===== src/rtl/char_buf_pkg.sv =====
// Shared constants and FSM state type for the writable text-screen buffer.
// Imported by char_buf_ram, char_text_buffer and the bench.
package char_buf_pkg;

    localparam logic [6:0] CHAR_SPACE = 7'h20;
    localparam logic [6:0] CHAR_NL    = 7'h0A;

    typedef enum logic [1:0] {
        IDLE,
        CLEAR,
        SCROLL_CLR
    } state_t;

endpackage


===== src/rtl/char_buf_ram.sv =====
// Simple dual-port character store: one synchronous write port and one
// registered read port (rdata resets to 0; the array itself is not reset).
// Ports: clk, rst, we/waddr/wdata (write), raddr/rdata (read, 1-clk latency).
module char_buf_ram #(
    parameter int DW = 7,
    parameter int AW = 8
) (
    input  logic          clk,
    input  logic          rst,
    input  logic          we,
    input  logic [AW-1:0] waddr,
    input  logic [DW-1:0] wdata,
    input  logic [AW-1:0] raddr,
    output logic [DW-1:0] rdata
);

    logic [DW-1:0] mem [2**AW];

    always_ff @(posedge clk) begin
        if (we) mem[waddr] <= wdata;
    end

    // Same-cycle read of the cell being written returns the old contents.
    always_ff @(posedge clk) begin
        if (rst) rdata <= '0;
        else     rdata <= mem[raddr];
    end

endmodule


===== src/rtl/char_text_buffer.sv =====
// COLS x ROWS text-screen buffer with absolute writes, cursor append stream,
// newline/wrap/scroll and a full-screen clear sweep.
// Ports: clk, rst (sync, high); rd_xy -> rd_code (1 clk); wr_valid/wr_ready,
// wr_xy, wr_code; put_valid/put_ready, put_code; clear_req; cur_xy; busy.
module char_text_buffer
    import char_buf_pkg::*;
#(
    parameter int COLS      = 16,
    parameter int ROWS      = 16,
    parameter int CODE_W    = 7,
    parameter int SCROLL_EN = 1,
    localparam int CW = $clog2(COLS),
    localparam int RW = $clog2(ROWS)
) (
    input  logic             clk,
    input  logic             rst,
    input  logic [CW+RW-1:0] rd_xy,
    output logic [CODE_W-1:0] rd_code,
    input  logic             wr_valid,
    output logic             wr_ready,
    input  logic [CW+RW-1:0] wr_xy,
    input  logic [CODE_W-1:0] wr_code,
    input  logic             put_valid,
    output logic             put_ready,
    input  logic [CODE_W-1:0] put_code,
    input  logic             clear_req,
    output logic [CW+RW-1:0] cur_xy,
    output logic             busy
);

    localparam int AW = CW + RW;
    localparam logic [AW-1:0] CELL_LAST = AW'(COLS * ROWS - 1);
    localparam logic [CW-1:0] COL_LAST  = CW'(COLS - 1);
    localparam logic [RW-1:0] ROW_LAST  = RW'(ROWS - 1);
    localparam logic [CODE_W-1:0] SP    = CODE_W'(CHAR_SPACE);
    localparam logic [CODE_W-1:0] NL    = CODE_W'(CHAR_NL);

    state_t state, nstate;

    logic [AW-1:0] cnt;
    logic [CW-1:0] cur_col;
    logic [RW-1:0] cur_row;
    logic [RW-1:0] top_row;

    logic wr_fire, put_fire;
    logic put_nl, put_wrap, put_last;
    logic scroll_go, clr_end, scr_end;

    logic              ram_we;
    logic [AW-1:0]     ram_waddr;
    logic [CODE_W-1:0] ram_wdata;
    logic [AW-1:0]     ram_raddr;

    assign wr_fire  = wr_valid && wr_ready;
    assign put_fire = put_valid && put_ready;
    assign put_nl   = (put_code == NL);
    assign put_wrap = put_nl || (cur_col == COL_LAST);
    assign put_last = (cur_row == ROW_LAST);
    assign scroll_go = put_fire && put_wrap && put_last
                    && (SCROLL_EN != 0);
    assign clr_end  = (cnt == CELL_LAST);
    assign scr_end  = (cnt[CW-1:0] == COL_LAST);

    assign cur_xy = {cur_row, cur_col};

    // Logical rows are rotated by top_row so scrolling never moves data.
    assign ram_raddr = {rd_xy[AW-1:CW] + top_row, rd_xy[CW-1:0]};

    always_ff @(posedge clk) begin
        if (rst) state <= CLEAR;
        else     state <= nstate;
    end

    always_comb begin
        nstate = state;
        unique case (state)
            CLEAR:      if (clr_end)   nstate = IDLE;
            IDLE:       if (scroll_go) nstate = SCROLL_CLR;
            SCROLL_CLR: if (scr_end)   nstate = IDLE;
            default:                   nstate = CLEAR;
        endcase
        if (clear_req) nstate = CLEAR;
    end

    always_comb begin
        busy      = (state != IDLE);
        wr_ready  = (state == IDLE) && !clear_req && !rst;
        put_ready = wr_ready && !wr_valid;
        ram_we    = 1'b0;
        ram_waddr = '0;
        ram_wdata = SP;
        unique case (state)
            CLEAR: begin
                ram_we    = 1'b1;
                ram_waddr = cnt;
            end
            SCROLL_CLR: begin
                // top_row already advanced: new last row is top_row-1.
                ram_we    = 1'b1;
                ram_waddr = {top_row + ROW_LAST, cnt[CW-1:0]};
            end
            IDLE: begin
                if (wr_fire) begin
                    ram_we    = 1'b1;
                    ram_waddr = {wr_xy[AW-1:CW] + top_row,
                                 wr_xy[CW-1:0]};
                    ram_wdata = wr_code;
                end else if (put_fire && !put_nl) begin
                    ram_we    = 1'b1;
                    ram_waddr = {cur_row + top_row, cur_col};
                    ram_wdata = put_code;
                end
            end
            default: ;
        endcase
        if (rst) ram_we = 1'b0;
    end

    always_ff @(posedge clk) begin
        if (rst) begin
            cnt     <= '0;
            cur_row <= '0;
            cur_col <= '0;
            top_row <= '0;
        end else if (clear_req) begin
            cnt <= '0;
        end else begin
            unique case (state)
                CLEAR: begin
                    cnt <= cnt + 1'b1;
                    if (clr_end) begin
                        top_row <= '0;
                        cur_row <= '0;
                        cur_col <= '0;
                    end
                end
                SCROLL_CLR: begin
                    cnt <= scr_end ? '0 : cnt + 1'b1;
                end
                IDLE: begin
                    if (put_fire) begin
                        if (put_wrap) begin
                            cur_col <= '0;
                            if (!put_last) begin
                                cur_row <= cur_row + 1'b1;
                            end else if (SCROLL_EN != 0) begin
                                top_row <= top_row + 1'b1;
                                cnt     <= '0;
                            end else begin
                                cur_row <= '0;
                            end
                        end else begin
                            cur_col <= cur_col + 1'b1;
                        end
                    end
                end
                default: ;
            endcase
        end
    end

    char_buf_ram #(
        .DW (CODE_W),
        .AW (AW)
    ) u_ram (
        .clk   (clk),
        .rst   (rst),
        .we    (ram_we),
        .waddr (ram_waddr),
        .wdata (ram_wdata),
        .raddr (ram_raddr),
        .rdata (rd_code)
    );

endmodule


===== config.mk =====
export PLATFORM = sky130hd
export DESIGN_NAME = char_text_buffer
export DESIGN_NICKNAME = d
export VERILOG_FILES = /design/src/rtl/char_buf_pkg.sv /design/src/rtl/char_buf_ram.sv /design/src/rtl/char_text_buffer.sv
export SDC_FILE = /design/constraint.sdc
export NUM_CORES = 2
export LEC_CHECK = 0
export CAP_MARGIN = 20
export CORE_AREA = 3 3 369 371
export CTS_CLUSTER_DIAMETER = 200
export DETAILED_ROUTE_END_ITERATION = 10
export DIE_AREA = 0 0 372 374
export GPL_TIMING_DRIVEN = 1
export PLACE_DENSITY = 0.7
export SLEW_MARGIN = 0
export SYNTH_ARGS = -nofsm -noshare
export SYNTH_HDL_FRONTEND = slang
export SYNTH_SLANG_ARGS = --single-unit

===== constraint.sdc =====
create_clock -name clk -period 13.7 [get_ports clk]
set_input_delay 2.74 -clock clk [delete_from_list [all_inputs] [get_ports clk]]
set_output_delay 2.74 -clock clk [all_outputs]
set_load 0.005 [all_outputs]

==> impl_metrics.py <==
metrics = {
    "critical_path": {
        "rr_startpoint": "state[0]",
        "r2r_cells": 8,
        "worstSetupEndpointType": "output pin",
        "worst-setup-path-type": "in -> out",
        "worstPathArrival_ns": 4.90,
        "cp-start-kind": "primary input",
        "worstReg2RegEnd": "u_ram.mem[228][6]",
        "worstPathRequired_ns": 10.96,
        "cp_max_fo": 20,
        "ff2ff_setup_slack_ns": 9.00,
    },
    "clock_network": {
        "numCtsBuffers": 174,
        "ctsHoldBuffers": 0,
        "ctsRootBufferMaster": "clkbuf_16",
        "post-cts-setup-buffers": 0,
        "clk_path_buf_depth": 3,
        "cts_tree": "built",
        "clk_pin_slew_ns": 0.06,
        "insertion_delay_ns": 0.81,
        "htree_num_levels": 4,
        "cts.sinks": 1821,
        "cts.repair.resized": 0,
    },
    "sta": {
        "fin_skew_ns": 0.0291,
        "maxSlewViolCount": 0,
        "relSlewSlack_pct": 27.4,
        "min_period_over_period_pct": 55.8,
        "fin_setup_tns_ns": 0,
        "layout_min_cycle_time_ns": 7.64,
        "finalSetupViolCount": 0,
        "rsz0062_at_grt": "no",
        "max_freq_mhz": 131,
        "layout_setup_ws_ns": 6.06,
        "tightestPinTransition_ns": 1.09,
        "final_hold_viol_count": 0,
    },
    "routing": {
        "first_iter_violations": 5371,
        "vias_per_cell": 6.59,
        "drc_errors": 0,
        "num_vias": 36843,
        "dr.pass1.iters": 6,
        "wl_per_cell_um": 31.7,
        "finalWirelength_um": 177000,
        "antenna_left": 0,
    },
    "job": {
        "drv_cap": 0,
    },
    "global_routing": {
        "antenna_found_initial": 11,
        "grtUsageTotal_pct": 25.8,
        "grt_overflow": 0,
        "grt_max_degree": 197,
        "grt_pass1_vias": 36252,
        "grt_first_pass_wirelength_um": 258000,
    },
    "pwr": {
        "p_per_area_mw_per_mm2": 137,
        "power_uw": 10900,
        "ir_drop_v": 0.000145,
        "leakagePower_uw": 0.0292,
    },
    "placed_design": {
        "dp_slack_ns": 6.08,
        "hpwl_um": 105000,
        "post-place-cells": 5270,
        "routabilityCongestion": 0.860,
        "io_buffers": 52,
    },
    "finish": {
        "mostFrequentLayoutCells": "1792 x edfxtp_1, 382 x mux4_2, 310 x nor2_1",
        "fill_cells": 9327,
        "final_cells": 5588,
        "final_common_cell": "edfxtp_1",
        "area.growth.synth_to_final_pct": 10.7,
        "final_nets": 3736,
        "drive_gt1_share_pct": 18.8,
    },
    "floorplanning": {
        "die_area_sq_mm": 0.139,
        "start_util_pct": 53.9,
        "io_pins": 53,
        "placeableCoreArea_sq_mm": 0.133,
        "die_h_um": 374,
        "die_w_um": 372,
        "num_rows": 134,
    },
    "worst_hold_path": {
        "worstHoldPathCells": 2,
        "min_from": "cnt[1]",
        "holdPathEnd": "cnt[1]",
        "min_path_type": "reg -> reg",
    },
    "synth": {
        "ys_warn_count": 0,
        "ys_top_cells_by_area": "edfxtp_1 75%, mux4_2 12%, mux2i_1 2.9%, nor2_1 1.6%, o221ai_1 1.0%",
        "async_flop_share_pct": 0,
        "synth_top_area_share_pct": 74.9,
        "ys.flop_type": "edfxtp_1",
        "yosysUniqueCellTypes": 71,
        "synth_largest_area_cell": "edfxtp_1",
        "ys_seq_elements": 1821,
        "synth_area_sq_mm": 0.0719,
        "synth_edf_count": 1792,
        "synthCells": 3595,
        "synth_nets": 3653,
        "ys_seq_area_share_pct": 75.7,
        "postSynthAreaPerCell_sq_um": 20.0,
    },
    "status": {
        "outcome": "finished, final reports clean",
    },
}
-- where the power goes --
group | switching, uW | internal (uW)
clock | 2030 | 2560
combinational | 199 | 111
sequential | 5.99 | 6030
-- routing by layer --
metal | vias to the layer above | share of wire (%) | track usage (%)
li1 | 15065 | - | -
met1 | 19285 | 40 | 38.1
met2 | 2169 | 47 | 38.5
met3 | 318 | 10 | 6.21
met4 | 6 | 3.1 | 8.04
met5 | - | 0.040 | 0
-- sequential cells by signal, summed over array words and instances, names as in the netlist --
name	flops
u_ram.rdata	7
cnt	8
state	2
cur_col	4
top_row	4
cur_row	4
u_ram.mem	1792
-- Yosys cell counts, drive strengths merged, types with 4 or more instances --
library cell	number
mux4	382
dfxtp	29
a221oi	8
xnor2	7
o21ai	44
nand4	20
inv	16
buf	127
xor2	16
clkbuf	87
a22oi	30
nor4	5
a21oi	63
a2111oi	19
o2111ai	4
a21boi	4
edfxtp	1792
and3	8
a31oi	11
and2	13
o22ai	52
nor2	314
ha	20
nor2b	15
nor3	27
nand2	67
nand3	18
or3	9
nand2b	11
or2	9
o211ai	5
a211oi	20
a22o	8
o221ai	83
mux2i	209
a21o	5
-- final cells by class --
cell class / instances / area, sq um / area share (%)
Sequential cell: 1821 / 54400 / 68.4
Multi-Input combinational cell: 1542 / 16400 / 20.6
Clock buffer: 225 / 4610 / 5.79
Tap cell: 1768 / 2210 / 2.78
Timing Repair Buffer: 121 / 1130 / 1.42
Clock inverter: 90 / 752 / 0.945
Inverter: 18 / 70.1 / 0.0881
Antenna cell: 3 / 7.51 / 0.00944
-- cell families (layout without fill, tap and decap cells) --
kind of cell,count (synthesis),count (layout),synth area share [%]
compound gates,374,374,3.73
xor+xnor,23,23,0.280
fa+ha+maj,23,23,0.432
buf+inv,232,454,1.70
flops,1821,1821,75.7
mux,593,593,14.9
other cells,0,3,0
simple gates,529,529,3.26
-- critical path, stage by stage --
cell,delay [ns]
clkdlybuf4s50_1,0.80
or4b_4,0.71
inv_1,0.13
clkdlybuf4s50_1,0.53
-- worst max-delay path by stage --
stage / slack (ns) / to / from
after floorplan: 1.69 / u_ram.mem[0][5] / rst
after global placement: 5.68 / u_ram.rdata[5] / rd_xy[1]
after detailed placement: 6.08 / put_ready / rst
after CTS: 6.07 / put_ready / rst
after global routing: 5.98 / put_ready / rst
final: 6.06 / put_ready / rst
-- stage by stage --
stage | utilization, % | cell area, sq um | hold WS (ns)
final | 59.7 | 79600 | 0.562
after detailed placement | 55.7 | 74200 | 0.505
after global placement | 55.6 | 74200 | 0.483
after floorplan | - | 71900 | 0.461
after CTS | 59.7 | 79600 | 0.548
after global routing | 59.7 | 79600 | 0.572
Power figures use the tool's default switching activity.
